===== src/rtl/demux_rr_scheduler.sv =====
// Round-robin sequencer for a 1-to-4 demux: holds one word and steers it to the
// next enabled channel, with optional multi-word bursts per channel.
module demux_rr_scheduler #(
   parameter int unsigned WIDTH = 8,
   parameter int unsigned BURST = 1
) (
   input  logic             clk,
   input  logic             rst_n,
   input  logic             in_valid,
   output logic             in_ready,
   input  logic [WIDTH-1:0] in_data,
   input  logic [3:0]       en_mask,
   output logic [1:0]       sel,
   output logic [WIDTH-1:0] out_data,
   output logic [3:0]       out_valid,
   input  logic [3:0]       out_ready,
   output logic             busy
);

   localparam int unsigned CNT_W = 4;
   localparam int unsigned CMP_W = CNT_W + 1;

   typedef enum logic {
      EMPTY  = 1'b0,
      LOADED = 1'b1
   } state_t;

   state_t             state_q, state_d;
   logic [WIDTH-1:0]   data_q, data_d;
   logic [1:0]         sel_q, sel_d;
   logic [1:0]         ptr_q, ptr_d;
   logic [CNT_W-1:0]   cnt_q, cnt_d;
   logic [3:0]         out_valid_q, out_valid_d;
   logic [1:0]         cand;
   logic               xfer;
   logic               accept;

   // First enabled channel at or after base, wrapping modulo 4.
   function automatic logic [1:0] pick(input logic [1:0] base, input logic [3:0] mask);
      logic [1:0] idx;
      logic [1:0] res;
      res = base;
      for (int k = 3; k >= 0; k--) begin
         idx = base + 2'(k);
         if (mask[idx]) res = idx;
      end
      return res;
   endfunction

   // Pass-through ready: a held word leaving frees the register this same cycle.
   assign in_ready = ((state_q == EMPTY) || out_ready[sel_q]) && (en_mask != 4'd0);
   assign xfer     = (state_q == LOADED) && out_ready[sel_q];
   assign accept   = in_valid && in_ready;

   // Next-state: pointer/burst update on transfer, then candidate from the updated pointer.
   always_comb begin
      state_d     = state_q;
      data_d      = data_q;
      sel_d       = sel_q;
      ptr_d       = ptr_q;
      cnt_d       = cnt_q;
      out_valid_d = out_valid_q;
      cand        = 2'd0;

      if (xfer) begin
         if ((CMP_W'(cnt_q) + CMP_W'(1)) < CMP_W'(BURST)) begin
            cnt_d = CNT_W'(cnt_q + CNT_W'(1));
            ptr_d = sel_q;
         end else begin
            cnt_d = '0;
            ptr_d = 2'(sel_q + 2'd1);
         end
      end

      cand = pick(ptr_d, en_mask);

      if (accept) begin
         state_d     = LOADED;
         data_d      = in_data;
         sel_d       = cand;
         out_valid_d = 4'(4'd1 << cand);
         if (cand != ptr_d) cnt_d = '0;
      end else if (xfer) begin
         state_d     = EMPTY;
         out_valid_d = 4'd0;
      end
   end

   always_ff @(posedge clk or negedge rst_n) begin
      if (!rst_n) begin
         state_q     <= EMPTY;
         data_q      <= '0;
         sel_q       <= 2'd0;
         ptr_q       <= 2'd0;
         cnt_q       <= '0;
         out_valid_q <= 4'd0;
      end else begin
         state_q     <= state_d;
         data_q      <= data_d;
         sel_q       <= sel_d;
         ptr_q       <= ptr_d;
         cnt_q       <= cnt_d;
         out_valid_q <= out_valid_d;
      end
   end

   assign sel       = sel_q;
   assign out_data  = data_q;
   assign out_valid = out_valid_q;
   assign busy      = (state_q == LOADED);

endmodule


===== config.mk =====
export PLATFORM = sky130hd
export DESIGN_NAME = demux_rr_scheduler
export DESIGN_NICKNAME = d
export VERILOG_FILES = /design/src/rtl/demux_rr_scheduler.sv
export SDC_FILE = /design/constraint.sdc
export NUM_CORES = 1
export LEC_CHECK = 0
export ABC_AREA = 1
export CORE_ASPECT_RATIO = 1.4
export CORE_MARGIN = 5
export CORE_UTILIZATION = 50
export CTS_BUF_LIST = sky130_fd_sc_hd__clkbuf_4
export CTS_CLUSTER_DIAMETER = 50
export CTS_CLUSTER_SIZE = 16
export DETAILED_ROUTE_END_ITERATION = 7
export PLACE_DENSITY_LB_ADDON = 0.12
export RECOVER_POWER = 100
export SETUP_SLACK_MARGIN = 0.1
export SYNTH_ARGS = -nofsm -noshare
export SYNTH_HDL_FRONTEND = slang
export SYNTH_SLANG_ARGS = --single-unit

===== constraint.sdc =====
create_clock -name clk -period 2.82 [get_ports clk]
set_input_delay 0.282 -clock clk [delete_from_list [all_inputs] [get_ports clk]]
set_output_delay 0.282 -clock clk [all_outputs]
set_load 0.005 [all_outputs]

* Word level (Yosys, flattened, before mapping) *
Index checks and enable logic that the tools add are counted.

cells by class
  add/subtract/negate cells = 6
  multiply operators = 0
  div/mod/pow operators = 0
  order comparisons = 6
  equal/unequal tests = 1
  shifts and indexed selects = 1
  muxes and demuxes = 24
  bitwise logic cells = 1
  reductions and logical operators = 6

operator list
  kind                                                         number
  2-to-1 mux 4 bit                                             6
  less-than comparator 2 x 3 -> 1 bit (second input constant)  5
  2-to-1 mux 2 bit                                             6
  binary-select mux 1 bit (select 2 bit)                       5
  2-to-1 mux 1 bit                                             7
  adder 4 x 1 -> 5 bit (second input constant)                 1
  less-than comparator 5 x 1 -> 1 bit (second input constant)  1
  adder 2 x 1 -> 2 bit (second input constant)                 2
  adder 2 bit (second input constant)                          2
  adder 4 x 1 -> 4 bit (second input constant)                 1
  nonzero test 4 bit                                           1
  left shift 1 x 2 -> 4 bit (first input constant)             1
  logical AND 1 bit                                            3
  != test 2 bit                                                1
  nonzero test 2 bit                                           1
  logical OR 1 bit                                             1
  inverter 1 bit                                               1

storage, ports and cells
  bits in registers = 21
  latch bits = 0
  bits in writable memories = 0
  ROM bits = 0
  bits of input ports = 19
  output and inout bits = 16
  memories kept = 0

* Longest topological paths before layout *
  word-level depth = 14
  mapped depth = 21
  depth with buffers taken out = 21

* Worst setup path before layout *
OpenSTA, ideal clock, no wires.

  path type = register -> register
  start = register cnt_q[0]
  end = register sel_q[1] (netlist: sel[1])
  setup time = 0.132 ns
  arrival time = 2.060 ns
  required time = 2.688 ns
  path slack = 0.628 ns
  stages on the path, launching flop included = 20
  path buffers = 0
  period minus slack after synthesis = 2.192 ns
  cells stage by stage = dfrtp_1 ha_1 inv_1 nand3_1 nor2_1 nand3_1 nand2_1 nand2_1 nand2_2 nand2_1 nand3_2 nand2_2 nor2_1 nand2_1 nand2_2 nand2_2 nand2_2 inv_2 nor2_2 a21oi_1

between the ends
  longest elaborated chain between the ends = 11

RTL lines
  what                                     line  text
  from (decl)                              32    logic [CNT_W-1:0] cnt_q, cnt_d;
  from (signal assigned)                   102   cnt_q <= cnt_d;
  adder 4 x 1 -> 5 bit (*)                 66    if ((CMP_W'(cnt_q) + CMP_W'(1)) < CMP_W'(BURST)) begin
  less-than comparator 5 x 1 -> 1 bit (*)  66
  2-to-1 mux 2 bit (*)                     66
  2-to-1 mux 2 bit (*)                     65    if (xfer) begin
  adder 2 bit                              44    idx = base + 2'(k);
  binary-select mux 1 bit (select 2 bit)   45    if (mask[idx]) res = idx;
  2-to-1 mux 1 bit (implied by the code)   45
  2-to-1 mux 2 bit (3 in series)           45
  2-to-1 mux 2 bit (*)                     45
  to (signal assigned)                     100   sel_q <= sel_d;
  to (decl)                                30    logic [1:0] sel_q, sel_d;

Mark *: on every way between the ends. The rest lies on a longest branch, timed or not. The select of a mux whose other input is x is not followed.
A chain may end at the register's enable or synchronous reset.

* Worst setup path after layout *
  start = register cnt_q[0]
  end = register out_valid_q[0] (netlist: out_valid[0])

between the ends
  longest elaborated chain between the ends = 13

RTL lines
  what                                     line  text
  adder 4 x 1 -> 5 bit (*)                 66
  less-than comparator 5 x 1 -> 1 bit (*)  66
  2-to-1 mux 2 bit (*)                     66
  2-to-1 mux 2 bit (*)                     65
  adder 2 bit                              44
  binary-select mux 1 bit (select 2 bit)   45
  2-to-1 mux 1 bit (implied by the code)   45
  2-to-1 mux 2 bit (3 in series)           45
  2-to-1 mux 2 bit (*)                     45
  left shift 1 x 2 -> 4 bit (*)            81    out_valid_d = 4'(4'd1 << cand);
  2-to-1 mux 4 bit (*)                     77    if (accept) begin
  to (signal assigned)                     103   out_valid_q <= out_valid_d;
  to (decl)                                33    logic [3:0] out_valid_q, out_valid_d;

Marks and branches as above.

==> impl_metrics.ini <==
[clock_tree]
cts_tree = built
cts_sinks = 21
htreeDepth = 1
insertion_delay_ns = 0.29
path_clk_slew_ns = 0.11
cts-root-buf = clkbuf_4
cts_hold_buf = 0
cts_buffers = 3
cts.path.max_buffers = 2

[global_route]
grt_max_degree = 22
grt_pass1_vias = 1375
overflow = 0
grt_antenna_before_repair = 0
grtUsageTotal_pct = 18.9
grt_pass1_wl_mm = 5.64

[final_layout]
fin_nets = 251
finalInstanceArea_um2 = 1770
area_growth_pct = 29.7
antenna_cells = 0
drive_gt1_share_pct = 12.2

[pwr]
irDropWorstVdd_mv = 0.727
clockPowerShare_pct = 6.5
sw_frac_of_total_pct = 52.0
switchingPower_w = 0.00115
p_leak_nw = 0.937
combinationalPowerShare_pct = 71.1
p_int_w = 0.00107
p_per_area_nw_per_um2 = 1250
power_w = 0.00222
pwr-share-seq_pct = 22.4

[synth]
ys_types = 22
syn_inst = 193
ys_ff_latch = 21
syn_area_per_cell_um2 = 7.09
syn_area_um2 = 1370
yosysSeqAreaShare_pct = 38.4
synth_fp_nets = 213
yosysWarnings = 0

[place]
postPlaceCellArea_um2 = 1740
gp_congestion = 0.777
port-buffer-count = 34
post-dp-hpwl_mm = 2.64

[drt]
ant_nets = 0
wire_per_inst_um = 12.0
drc = 0
wirelength_mm = 3.20
via_per_inst = 5.03
drtIter0Drc = 28
vias = 1337
dr.pass1.iters = 6

[sta]
worstMarginPinSlew_ns = 0.904
period_share_pct = 87.0
period_needed_ns = 2.45
fin_tns_setup_ns = 0
max_clock_freq_ghz = 0.408
slew_viol_final = 0
slew_headroom_pct = 39.5
rsz0062_at_grt = no
finalClockSkew_ns = 0.00627
hold_violations = 0
setup_viol = 0
whs_ns = 0.487

[die]
die_h_um = 71.9
die_w_um = 54.2
num_io_pins = 35
std_cell_rows = 22
initial_core_util_pct = 52.3
die_area_um2 = 3900
coreArea_um2 = 2620

[worst_setup_path]
cp_common_cell = nand2_1
cp.arrival_ns = 2.69
cp_cell_sequence = ha_1 > inv_1 > nand3_1 > nor2_1 > nand3_1 > nand2_1 > nand2_1 > nand2_2 > nand2_1 > nand3_2 > nand2_2 > nor2_1 > nand2_1 > nand2_2 > nand2_2 > nand2_2 > inv_2 > nor2_2 > nand2_1 > nand2_1
path_class = reg -> reg
crit_path_end_kind = flop
start_kind = flop
reg2reg_from = cnt_q[0]
critPathRequiredTime_ns = 3.06
startpoint = cnt_q[0]
crit_path_max_incr_delay_ns = 0.41
slowest_stage = dfrtp_1
crit_fanout = 6

[min_path]
hold_path_class = reg -> reg
hp-start = out_data[5]

[status]
status = complete, no violations

[run]
drv_cap = 0
metal layers:
layer  vias to the layer above  track usage, %  part of all wire (%)
li1                        680               -                     -
met1                       612            20.8                    39
met2                        41            34.4                    55
met3                         4            2.91                   5.3
met4                         0            7.20                   1.5
met5                         -               0                     0
synth_stat cells (all sizes together):
master,number,area share (%)
nand4,2,0.91
nor2,6,1.8
buf,1,0.82
nand3,31,16
o21ai,3,1.1
dfrtp,21,38
a21oi,7,3.4
inv,23,6.5
clkbuf,2,0.55
nand2,94,28
xnor2,1,0.64
o41ai,1,0.64
ha,1,0.91
kinds of logic (layout without fill, tap and decap cells):
logic type | Yosys count | count (layout) | synth area share, %
xor gates and xnor gates | 1 | 1 | 0.641
and+or+nand+nor | 133 | 133 | 47.0
adders and majority gates | 1 | 1 | 0.915
AOI/OAI and AO/OA | 11 | 11 | 5.12
DFF | 21 | 21 | 38.4
buffers and inverters | 26 | 63 | 7.87
cell usage in the layout, fill, tap and decap left out, drive strengths merged:
cell and count:
o21ai 3, o41ai 1, dlygate4sd3 17, buf 2, nand4 2, inv 23
clkbuf 4, clkdlybuf4s50 17, nand3 31, a21oi 7, dfrtp 21, nor2 6
ha 1, nand2 94, xnor2 1
critical path, delay by kind of cell, from the launching register on:
kind	cells	cell delay, ns
AND/OR/NAND/NOR	17	1.54
flip-flops	1	0.41
adder cells (fa/ha/maj)	1	0.32
buffers and inverters	2	0.11
registers in the layout, indices dropped and copies added (netlist names):
| name | flops |
|---|---|
| out_valid | 4 |
| sel | 2 |
| ptr_q | 2 |
| out_data | 8 |
| busy | 1 |
| cnt_q | 4 |
per-stage QoR:
stage | std cells | utilization [%] | setup slack, ns
final | 266 | 67.8 | 0.366
after global placement | 261 | 66.6 | 0.416
after floorplan | 193 | - | 0.628
after CTS | 265 | 67.8 | 0.347
after global routing | 266 | 67.8 | 0.0602
after detailed placement | 261 | 66.6 | 0.350
cell type report:
cell class	instances	area [µm²]
Inverter	23	88.8
Sequential cell	21	526
Tap cell	36	45.0
Fill cell	239	841
Timing Repair Buffer	36	355
Multi-Input combinational cell	146	729
Clock buffer	4	30.0
worst paths after layout:
| path | to | slack [ns] | cells past startpoint |
|---|---|---|---|
| max | out_valid[0] | 0.37 | 20 |
| min | out_data[5] | 0.49 | 2 |
| max reg2reg | out_valid[0] | 0.37 | 20 |
| min reg2reg | out_data[5] | 0.49 | 2 |
| max in group asynchronous | cnt_q[1] | 1.71 | 1 |
| min in group asynchronous | out_data[6] | 0.55 | 1 |
power groups by stage:
stage          Combinational, W  Clock, W  Sequential (W)
2_1_floorplan           0.00117         0        0.000492
3_3_place_gp            0.00158         0        0.000504
3_5_place_dp            0.00164         0        0.000506
4_1_cts                 0.00164  0.000152        0.000503
5_1_grt                 0.00180  0.000162        0.000516
6_report                0.00158  0.000145        0.000497
what timing repair did:
action,CTS,global route
gates resized for setup,0,1
setup endpoints to repair,0,9
setup buffers,0,1
Note: power is estimated with default switching activity, not from simulation.
